$ cat src/rtl/calc_core.sv
// calc_core: key-sequence FSM, display/upper registers and a serial BCD adder
// for the calculator datapath. The add runs one digit per cycle, ones digit
// first, and commits the full result to D on its final cycle.

package calc_pkg;
   localparam int NumDigits = 8;

   typedef enum logic [3:0] {
      B_NUM_0  = 4'd0,
      B_NUM_1  = 4'd1,
      B_NUM_2  = 4'd2,
      B_NUM_3  = 4'd3,
      B_NUM_4  = 4'd4,
      B_NUM_5  = 4'd5,
      B_NUM_6  = 4'd6,
      B_NUM_7  = 4'd7,
      B_NUM_8  = 4'd8,
      B_NUM_9  = 4'd9,
      B_OP_ADD = 4'd10,
      B_OP_EQ  = 4'd11,
      B_NONE   = 4'd15
   } active_button_t;

   typedef logic [3:0] digit_t;

   // significand[0] is the most significant digit, significand[NumDigits-1]
   // the ones digit.
   typedef struct packed {
      logic                        sign;
      logic                        overflow;
      logic [2:0]                  dp_pos;
      digit_t [NumDigits-1:0]      significand;
   } num_t;
endpackage

// state  | meaning
// -------+---------------------------------------------------------------
// S_IDLE | waiting for a key; digit/op/eq keys update D, U and flags
// S_ADD  | serial BCD add of latched operands, one digit per cycle
module calc_core #(
   parameter int NUM_DIGITS = calc_pkg::NumDigits
) (
   input  logic                     clk_i,
   input  logic                     rst_i,
   input  logic                     new_input_i,
   input  calc_pkg::active_button_t active_button_i,
   output calc_pkg::num_t           display_o,
   output calc_pkg::num_t           upper_o,
   output logic                     busy_o
);
   import calc_pkg::*;

   localparam int CntW = (NUM_DIGITS > 1) ? $clog2(NUM_DIGITS) : 1;

   typedef digit_t [NUM_DIGITS-1:0] reg_t;

   typedef enum logic {
      S_IDLE,
      S_ADD
   } state_t;

   typedef enum logic [1:0] {
      LK_NONE,
      LK_DIGIT,
      LK_OP,
      LK_EQ
   } last_key_t;

   state_t    state_q, state_d;
   last_key_t last_key_q, last_key_d;
   reg_t      d_q, d_d;
   reg_t      u_q, u_d;
   reg_t      opa_q, opa_d;
   reg_t      opb_q, opb_d;
   reg_t      sum_q, sum_d;
   logic      op_pending_q, op_pending_d;
   logic      first_eq_q, first_eq_d;
   logic      cap_u_q, cap_u_d;
   logic      carry_q, carry_d;
   logic [CntW-1:0] cnt_q, cnt_d;

   logic [3:0] key_code;
   logic [4:0] digit_raw;
   digit_t     digit_sum;
   logic       carry_out;
   reg_t       sum_upd;

   // One BCD digit of the running add, selected by the down-counter.
   always_comb begin
      digit_raw = {1'b0, opa_q[cnt_q]} + {1'b0, opb_q[cnt_q]} + {4'b0000, carry_q};
      if (digit_raw > 5'd9) begin
         digit_sum = 4'(digit_raw - 5'd10);
         carry_out = 1'b1;
      end else begin
         digit_sum = digit_raw[3:0];
         carry_out = 1'b0;
      end
      sum_upd        = sum_q;
      sum_upd[cnt_q] = digit_sum;
   end

   // Key decode, next-state and register updates.
   always_comb begin
      state_d      = state_q;
      last_key_d   = last_key_q;
      d_d          = d_q;
      u_d          = u_q;
      opa_d        = opa_q;
      opb_d        = opb_q;
      sum_d        = sum_q;
      op_pending_d = op_pending_q;
      first_eq_d   = first_eq_q;
      cap_u_d      = cap_u_q;
      carry_d      = carry_q;
      cnt_d        = cnt_q;
      key_code     = active_button_i;

      case (state_q)
         S_IDLE: begin
            if (new_input_i) begin
               if (key_code <= 4'd9) begin
                  case (last_key_q)
                     LK_DIGIT: d_d = {key_code, d_q[NUM_DIGITS-1:1]};
                     LK_OP: begin
                        u_d = d_q;
                        d_d = '0;
                        d_d[NUM_DIGITS-1] = key_code;
                     end
                     default: begin
                        d_d = '0;
                        d_d[NUM_DIGITS-1] = key_code;
                     end
                  endcase
                  last_key_d = LK_DIGIT;
               end else if (active_button_i == B_OP_ADD) begin
                  op_pending_d = 1'b1;
                  first_eq_d   = 1'b1;
                  last_key_d   = LK_OP;
               end else if (active_button_i == B_OP_EQ) begin
                  last_key_d = LK_EQ;
                  if (op_pending_q) begin
                     opa_d      = d_q;
                     opb_d      = u_q;
                     sum_d      = '0;
                     carry_d    = 1'b0;
                     cap_u_d    = first_eq_q;
                     first_eq_d = 1'b0;
                     cnt_d      = CntW'(NUM_DIGITS - 1);
                     state_d    = S_ADD;
                  end
               end
            end
         end
         S_ADD: begin
            sum_d   = sum_upd;
            carry_d = carry_out;
            cnt_d   = cnt_q - 1'b1;
            if (cnt_q == '0) begin
               // Carry out of the MSD is dropped: result wraps.
               d_d     = sum_upd;
               if (cap_u_q) begin
                  u_d = opa_q;
               end
               carry_d = 1'b0;
               state_d = S_IDLE;
            end
         end
         default: state_d = S_IDLE;
      endcase
   end

   // State and datapath registers.
   always_ff @(posedge clk_i) begin
      if (rst_i) begin
         state_q      <= S_IDLE;
         last_key_q   <= LK_NONE;
         d_q          <= '0;
         u_q          <= '0;
         opa_q        <= '0;
         opb_q        <= '0;
         sum_q        <= '0;
         op_pending_q <= 1'b0;
         first_eq_q   <= 1'b0;
         cap_u_q      <= 1'b0;
         carry_q      <= 1'b0;
         cnt_q        <= '0;
      end else begin
         state_q      <= state_d;
         last_key_q   <= last_key_d;
         d_q          <= d_d;
         u_q          <= u_d;
         opa_q        <= opa_d;
         opb_q        <= opb_d;
         sum_q        <= sum_d;
         op_pending_q <= op_pending_d;
         first_eq_q   <= first_eq_d;
         cap_u_q      <= cap_u_d;
         carry_q      <= carry_d;
         cnt_q        <= cnt_d;
      end
   end

   // Output formatting; only the significand carries information.
   always_comb begin
      display_o             = '0;
      display_o.significand = d_q;
      upper_o               = '0;
      upper_o.significand   = u_q;
      busy_o                = (state_q == S_ADD);
   end

endmodule

$ cat config.mk
export PLATFORM = sky130hd
export DESIGN_NAME = calc_core
export DESIGN_NICKNAME = d
export VERILOG_FILES = /design/src/rtl/calc_core.sv
export SDC_FILE = /design/constraint.sdc
export NUM_CORES = 1
export LEC_CHECK = 0
export CORE_ASPECT_RATIO = 1.25
export CORE_MARGIN = 2
export CORE_UTILIZATION = 60
export CTS_BUF_LIST = sky130_fd_sc_hd__clkbuf_8 sky130_fd_sc_hd__clkbuf_16
export DETAILED_ROUTE_END_ITERATION = 6
export GPL_ROUTABILITY_DRIVEN = 1
export GPL_TIMING_DRIVEN = 0
export PLACE_DENSITY = 0.84
export SLEW_MARGIN = 30
export SYNTH_ARGS = -nofsm -noshare
export SYNTH_HDL_FRONTEND = slang
export SYNTH_SLANG_ARGS = --single-unit
export TNS_END_PERCENT = 100
$ cat constraint.sdc
create_clock -name clk_i -period 10.4 [get_ports clk_i]
set_clock_uncertainty 0.2 [all_clocks]
set_input_delay 2.08 -clock clk_i [delete_from_list [all_inputs] [get_ports clk_i]]
set_output_delay 2.08 -clock clk_i [all_outputs]
set_load 0.01 [all_outputs]
==> flow_metrics.env, run 1 <==
export IMPL_synth_compound_area_frac=0.220
export IMPL_synth_commonest_cells="dfxtp_1 (170), nand2_1 (165), a21oi_1 (101)"
export IMPL_met3WireLength_mm=2.15
export IMPL_drive_gt1_frac=0.0701
export IMPL_cp_start_kind="flop"
export IMPL_synth_top_area_share=0.435
export IMPL_power_switching_mw=0.300
export IMPL_gp_congestion=0.975
export IMPL_rsz0062_at_grt="false"
export IMPL_synth_ff_type="dfxtp_1"
export IMPL_worst_slack_ns=4.87
export IMPL_slew_headroom=0.342
export IMPL_end_kind="flop"
export IMPL_grt_max_degree=17
export IMPL_synthMuxAreaShare=0.0795
export IMPL_grt_pass1_wl_mm=39.0
export IMPL_cp_cell_sequence="clkbuf_1, clkbuf_1, buf_1, clkbuf_1, nor2_1, a221o_1, fa_1, fa_1, xnor2_1, ha_1, nor2b_1, a31o_1, o31a_1, xnor2_1, buf_2, o311ai_0"
export IMPL_dp_hpwl_mm=18.2
export IMPL_utilization=0.737
export IMPL_vias=7620
export IMPL_die_width_um=106
export IMPL_hold_path_class="flop to flop"
export IMPL_drc_errors=0
export IMPL_post_cts_setup_buffer_count=0
export IMPL_path_class="flop to flop"
export IMPL_clockBufferDepth=2
export IMPL_min_from="opb_q[7]$_SDFFE_PP0P_"
export IMPL_crit_path_frequent_cell="clkbuf_1"
export IMPL_seqPwrFrac=0.493
export IMPL_finalHoldViolCount=0
export IMPL_drt_iter0_markers=798
export IMPL_r2r_cells=16
export IMPL_yosys_warnings=0
export IMPL_synth_distinct_cells=56
export IMPL_dieArea_um2=14000
export IMPL_cts_sinks=170
export IMPL_tightestPinTransition_ns=0.983
export IMPL_clk_pin_slew_ns=0.06
export IMPL_multi_input_area_um2=4000
export IMPL_fmax_mhz=181
export IMPL_wire_per_inst_um=21.0
export IMPL_hold_depth=2
export IMPL_synth_seq_cells=170
export IMPL_sw_frac_of_total=0.222
export IMPL_fin_crit_ns=5.53
export IMPL_top_layer="met4"
export IMPL_io_buffers=70
export IMPL_p_int_mw=1.05
export IMPL_pwr_share_comb=0.044
export IMPL_drv_slew=0
export IMPL_cp_slowest_cell="buf_1"
export IMPL_synth_top_family_by_area="compound AO/OA/AOI/OAI gates"
export IMPL_antenna_left=0
export IMPL_rows=46
export IMPL_seq_area_frac_synth=0.435
export IMPL_clock_power_share=0.463
export IMPL_yosys_area_share_xor_xnor=0.00224
export IMPL_ioPinCount=82
export IMPL_die_y_um=132
export IMPL_core_area_um2=12700
export IMPL_area_growth_pct=19.8
export IMPL_yosysTopAreaCell="dfxtp_1"
export IMPL_cts_tree="yes"
export IMPL_nNetsFinal=1044
export IMPL_dp_slack_ns=4.97
export IMPL_viasPerCell=6.30
export IMPL_worst_hold_slack_ns=0.259
export IMPL_slowest_delay_ns=0.53
export IMPL_area_sequential_um2=3400
export IMPL_synth_edf_count=0
export IMPL_start_util=0.615
export IMPL_clkLatencyLatePin_ns=0.43
export IMPL_root_buffer="clkbuf_16"
export IMPL_grtUsageTotal=0.364
export IMPL_synth_fa_ha_area_frac=0.0147
export IMPL_dr_pass1_iters=5
export IMPL_synth_area_um2=7820
export IMPL_drt_wl_total_mm=25.4
export IMPL_hold_end="opb_q[7]$_SDFFE_PP0P_"
export IMPL_ir_worst_vdd_mv=0.113
export IMPL_cts_resized=0
export IMPL_finalSetupTns_ns=0
export IMPL_htreeDepth=4
export IMPL_crit_fanout=10
export IMPL_cp_arrival_ns=5.63
export IMPL_rrSetupSlack_ns=4.87
export IMPL_synthTopCellsByArea="dfxtp_1 (44%), nand2_1 (7.9%), a21oi_1 (6.5%)"
export IMPL_overflow=0
export IMPL_setup_violations=0
export IMPL_antenna_cells=0
export IMPL_r2r_end="display_o[1]$_SDFFE_PP0P_"
export IMPL_ctsHoldBuffers=0
export IMPL_synth_simple_area_share=0.188
export IMPL_route_met2_wl_mm=12.3
export IMPL_antenna_found_initial=0
export IMPL_outcome="complete, no violations"
export IMPL_cts_buffers=17
export IMPL_yosysMostFrequentCell="dfxtp_1"
export IMPL_fillers=972
export IMPL_powerDensity_nw_per_um2=144
export IMPL_timing_rr_start="cnt_q[2]$_SDFFE_PP0P_"
export IMPL_syn_area_per_cell_um2=8.40
export IMPL_p_leak_nw=3.05
export IMPL_drv_cap=0
export IMPL_grt_pass1_vias=7211
export IMPL_period_share=0.532
export IMPL_cp_required_ns=10.49
export IMPL_netlist_instances=931
export IMPL_met1_length_mm=9.47
export IMPL_synthArstFlopShare=0
state kept, by name, summed over array words and instances (netlist names):
register      cells
busy_o            1
cap_u_q           1
carry_q           1
cnt_q             3
display_o        32
first_eq_q        1
last_key_q        2
op_pending_q      1
opa_q            32
opb_q            32
sum_q            32
upper_o          32
layout by cell type (no fill, tap or decap), drive strengths merged, types with 24 or more instances in the layout:
cell type and n:
a211oi 41, a21oi 101, buf 30, clkbuf 81, clkdlybuf4s50 70, dfxtp 170
inv 25, mux2i 46, nand2 165, nor2 69, o21ai 24, o32ai 24
critical path, delay by kind of cell, from the launching register on:
family / cells / cell delay, ns
AOI/OAI and AO/OA: 4 / 1.02
adders and majority gates: 3 / 1.11
and+or+nand+nor: 2 / 0.23
xor gates and xnor gates: 2 / 0.54
buffers and inverters: 5 / 1.98
DFF: 1 / 0.31
power groups by stage:
stage                     logic (mW)  clock network [mW]  registers [mW]
after global placement        0.0568                   0           0.678
final                         0.0596               0.624           0.665
after floorplan               0.0319                   0           0.677
after CTS                     0.0580               0.623           0.664
after detailed placement      0.0574                   0           0.678
after global routing          0.0630               0.648           0.664
how the worst max path moves through the flow:
stage | end | start
after floorplan | display_o[2]$_SDFFE_PP0P_ | cnt_q[0]$_SDFFE_PP0P_
after global routing | display_o[5]$_SDFFE_PP0P_ | cnt_q[0]$_SDFFE_PP0P_
final | display_o[1]$_SDFFE_PP0P_ | cnt_q[2]$_SDFFE_PP0P_
after global placement | display_o[1]$_SDFFE_PP0P_ | cnt_q[0]$_SDFFE_PP0P_
after detailed placement | display_o[5]$_SDFFE_PP0P_ | cnt_q[0]$_SDFFE_PP0P_
after CTS | display_o[1]$_SDFFE_PP0P_ | cnt_q[0]$_SDFFE_PP0P_
final cells by class:
type | count | area share
multi-input combinational | 660 | 0.427
sequential | 170 | 0.363
timing repair buffer | 70 | 0.0748
clock buffer | 24 | 0.0557
buffer | 87 | 0.0409
tap | 168 | 0.0224
inverter | 23 | 0.00921
clock inverter | 8 | 0.00721
through the flow:
stage / instances / total power [mW] / instance area, um^2
2_1_floorplan: 940 / 0.709 / 7850
3_3_place_gp: 1178 / 0.735 / 8760
3_5_place_dp: 1178 / 0.736 / 8780
4_1_cts: 1210 / 1.34 / 9370
5_1_grt: 1210 / 1.38 / 9370
6_report: 1210 / 1.35 / 9370
routing by layer:
layer  global-route usage  vias to the layer above
met3               0.0655                      107
met4                0.211                        0
met1                0.432                     3572
li1                     -                     3494
met5                    0                        -
met2                0.610                      447
cells by family (layout without fill, tap and decap cells):
kind of cell,after synthesis,in the layout
buf+inv,110,212
flops,170,170
mux,56,56
xor+xnor,2,2
fa+ha+maj,8,8
simple gates,329,329
compound gates,255,255
other cells,1,10
(Power assumes the default switching activity.)
==> inputs of run 2 (changes only) <==
--- a/config.mk
+++ b/config.mk
@@ -7,12 +7,12 @@
 export LEC_CHECK = 0
 export CORE_ASPECT_RATIO = 1.25
 export CORE_MARGIN = 2
-export CORE_UTILIZATION = 60
+export CORE_UTILIZATION = 57
 export CTS_BUF_LIST = sky130_fd_sc_hd__clkbuf_8 sky130_fd_sc_hd__clkbuf_16
 export DETAILED_ROUTE_END_ITERATION = 6
 export GPL_ROUTABILITY_DRIVEN = 1
 export GPL_TIMING_DRIVEN = 0
-export PLACE_DENSITY = 0.84
+export PLACE_DENSITY = 0.8
 export SLEW_MARGIN = 30
 export SYNTH_ARGS = -nofsm -noshare
 export SYNTH_HDL_FRONTEND = slang
==> constraint.sdc (replaced) <==
create_clock -name clk_i -period 5.6 [get_ports clk_i]
set_clock_uncertainty 0.2 [all_clocks]
set_input_delay 1.12 -clock clk_i [delete_from_list [all_inputs] [get_ports clk_i]]
set_output_delay 1.12 -clock clk_i [all_outputs]
set_load 0.01 [all_outputs]
==> run 2 against run 1 <==
  * The flow now finishes with violations (design-rule violations)
  * Sequential power rose by 85%
  * Combinational power grew 88%
  * Non-clock buffer count stayed put
  * Final cell count up 0.25%
  * Maximum frequency rose by 4.3%
  * Clock-buffer cell count shrank 1
  * Largest power group is now clock
==> flow_metrics.env, run 2 (synthesized netlist as in run 1, its figures left out) <==
export IMPL_critPathTopFamily="buffers and inverters"
export IMPL_rsz0062_at_grt="false"
export IMPL_startpoint="cnt_q[2]$_SDFFE_PP0P_"
export IMPL_cts_buffers=17
export IMPL_cp_arrival_ns=5.40
export IMPL_drc_errors=1
export IMPL_crit_fanout=10
export IMPL_clk_pin_slew_ns=0.06
export IMPL_r2r_cells=16
export IMPL_cp_buffers_inverters=5
export IMPL_ctsHoldBuffers=0
export IMPL_slowest_delay_ns=0.50
export IMPL_nNetsFinal=1044
export IMPL_root_buffer="clkbuf_16"
export IMPL_fmax_mhz=189
export IMPL_drv_slew=0
export IMPL_rows=47
export IMPL_grtUsageTotal=0.350
export IMPL_cts_sinks=170
export IMPL_final_cell_mix="dfxtp_1 (170), nand2_1 (165), a21oi_1 (101)"
export IMPL_timing_rr_start="cnt_q[2]$_SDFFE_PP0P_"
export IMPL_hold_end="opb_q[12]$_SDFFE_PP0P_"
export IMPL_fin_cells=1213
export IMPL_viasPerCell=6.29
export IMPL_p_leak_nw=3.07
export IMPL_cp_required_ns=5.69
export IMPL_cp_cell_sequence="clkbuf_1, clkbuf_1, buf_1, clkbuf_2, nor2_1, a221o_1, fa_1, fa_1, xnor2_1, ha_1, nor2b_1, a31o_1, o31a_1, xnor2_1, buf_2, o311ai_0"
export IMPL_tightestPinTransition_ns=0.907
export IMPL_dieArea_um2=14700
export IMPL_place_area_um2=8790
export IMPL_hold_path_class="flop to flop"
export IMPL_post_cts_setup_buffer_count=0
export IMPL_clockBufferDepth=2
export IMPL_drive_gt1_frac=0.0720
export IMPL_outcome="complete, but fails checks"
export IMPL_placed_cells=1181
export IMPL_antenna_found_initial=0
export IMPL_start_util=0.586
export IMPL_path_class="flop to flop"
export IMPL_gp_congestion=1.02
export IMPL_grt_max_degree=17
export IMPL_dp_slack_ns=0.216
export IMPL_hold_depth=2
export IMPL_finalSetupTns_ns=0
export IMPL_r2r_end="display_o[1]$_SDFFE_PP0P_"
export IMPL_powerDensity_nw_per_um2=275
export IMPL_drt_iter0_markers=851
export IMPL_mostFrequentLayoutCell="dfxtp_1"
export IMPL_period_share=0.947
export IMPL_dr_pass1_iters=7
export IMPL_cp_start_kind="flop"
export IMPL_clkLatencyLatePin_ns=0.43
export IMPL_wire_per_inst_um=21.1
export IMPL_worst_slack_ns=0.296
export IMPL_dp_hpwl_mm=18.2
export IMPL_die_y_um=135
export IMPL_io_buffers=70
export IMPL_violations="design-rule violations"
export IMPL_multi_input_area_um2=4000
export IMPL_antenna_cells=0
export IMPL_overflow=0
export IMPL_fillers=1063
export IMPL_cts_resized=0
export IMPL_min_from="opb_q[12]$_SDFFE_PP0P_"
export IMPL_setup_violations=0
export IMPL_vias=7624
export IMPL_slew_headroom=0.393
export IMPL_end_kind="flop"
export IMPL_die_width_um=109
export IMPL_antenna_left=0
export IMPL_ioPinCount=82
export IMPL_rrSetupSlack_ns=0.30
export IMPL_core_area_um2=13300
export IMPL_area_sequential_um2=3400
export IMPL_worst_hold_slack_ns=0.258
export IMPL_grt_pass1_wl_mm=38.7
export IMPL_post_route_cell_area_um2=9420
export IMPL_drt_wl_total_mm=25.6
export IMPL_cts_tree="yes"
export IMPL_drv_cap=0
export IMPL_area_growth_pct=20.4
export IMPL_cp_slowest_cell="buf_1"
export IMPL_finalHoldViolCount=0
export IMPL_fin_crit_ns=5.30
export IMPL_grt_pass1_vias=7119
export IMPL_htreeDepth=4
export IMPL_ir_worst_vdd_mv=0.263
[run 2: layer usage]
layer / up-vias / share of wire / track usage
li1: 3490 / - / -
met1: 3603 / 0.38 / 0.419
met2: 423 / 0.48 / 0.574
met3: 108 / 0.081 / 0.0613
met4: 0 / 0.061 / 0.225
met5: - / 0 / 0
[run 2: power breakdown]
part	internal, mW	switching [mW]
sequential	1.22	0.0150
clock	0.767	0.474
combinational	0.0395	0.0730
total	2.02	0.562
[run 2: worst register-to-register path, stage by stage (launching register included)]
cell and delay (ns):
dfxtp_1 0.31, clkbuf_1 0.25, clkbuf_1 0.37, buf_1 0.50
clkbuf_2 0.36, nor2_1 0.08, a221o_1 0.28, fa_1 0.45
fa_1 0.42, xnor2_1 0.19, ha_1 0.24, nor2b_1 0.13
a31o_1 0.19, o31a_1 0.36, xnor2_1 0.34, buf_2 0.32
o311ai_0 0.17
[run 2: how the worst max path moves through the flow]
stage	to	slack, ns	cells past startpoint
floorplan	display_o[2]$_SDFFE_PP0P_	1.07	17
finish	display_o[1]$_SDFFE_PP0P_	0.30	16
global route	display_o[3]$_SDFFE_PP0P_	0.05	16
detailed placement	display_o[1]$_SDFFE_PP0P_	0.22	17
CTS	display_o[1]$_SDFFE_PP0P_	0.19	17
global placement	display_o[1]$_SDFFE_PP0P_	0.19	17
[run 2: layout make-up]
type	count	share of cell area
clock buffers	23	0.0540
plain buffers	87	0.0409
multi-input cells	660	0.425
repair buffers	70	0.0744
well taps	171	0.0227
clock inverters	9	0.0126
inverters	23	0.00917
flip-flops and latches	170	0.361
[run 2: metrics by stage]
step	util	total power, mW
6_report	0.705	2.59
3_5_place_dp	0.658	1.37
3_3_place_gp	0.657	1.37
2_1_floorplan	-	1.32
4_1_cts	0.705	2.58
5_1_grt	0.705	2.63
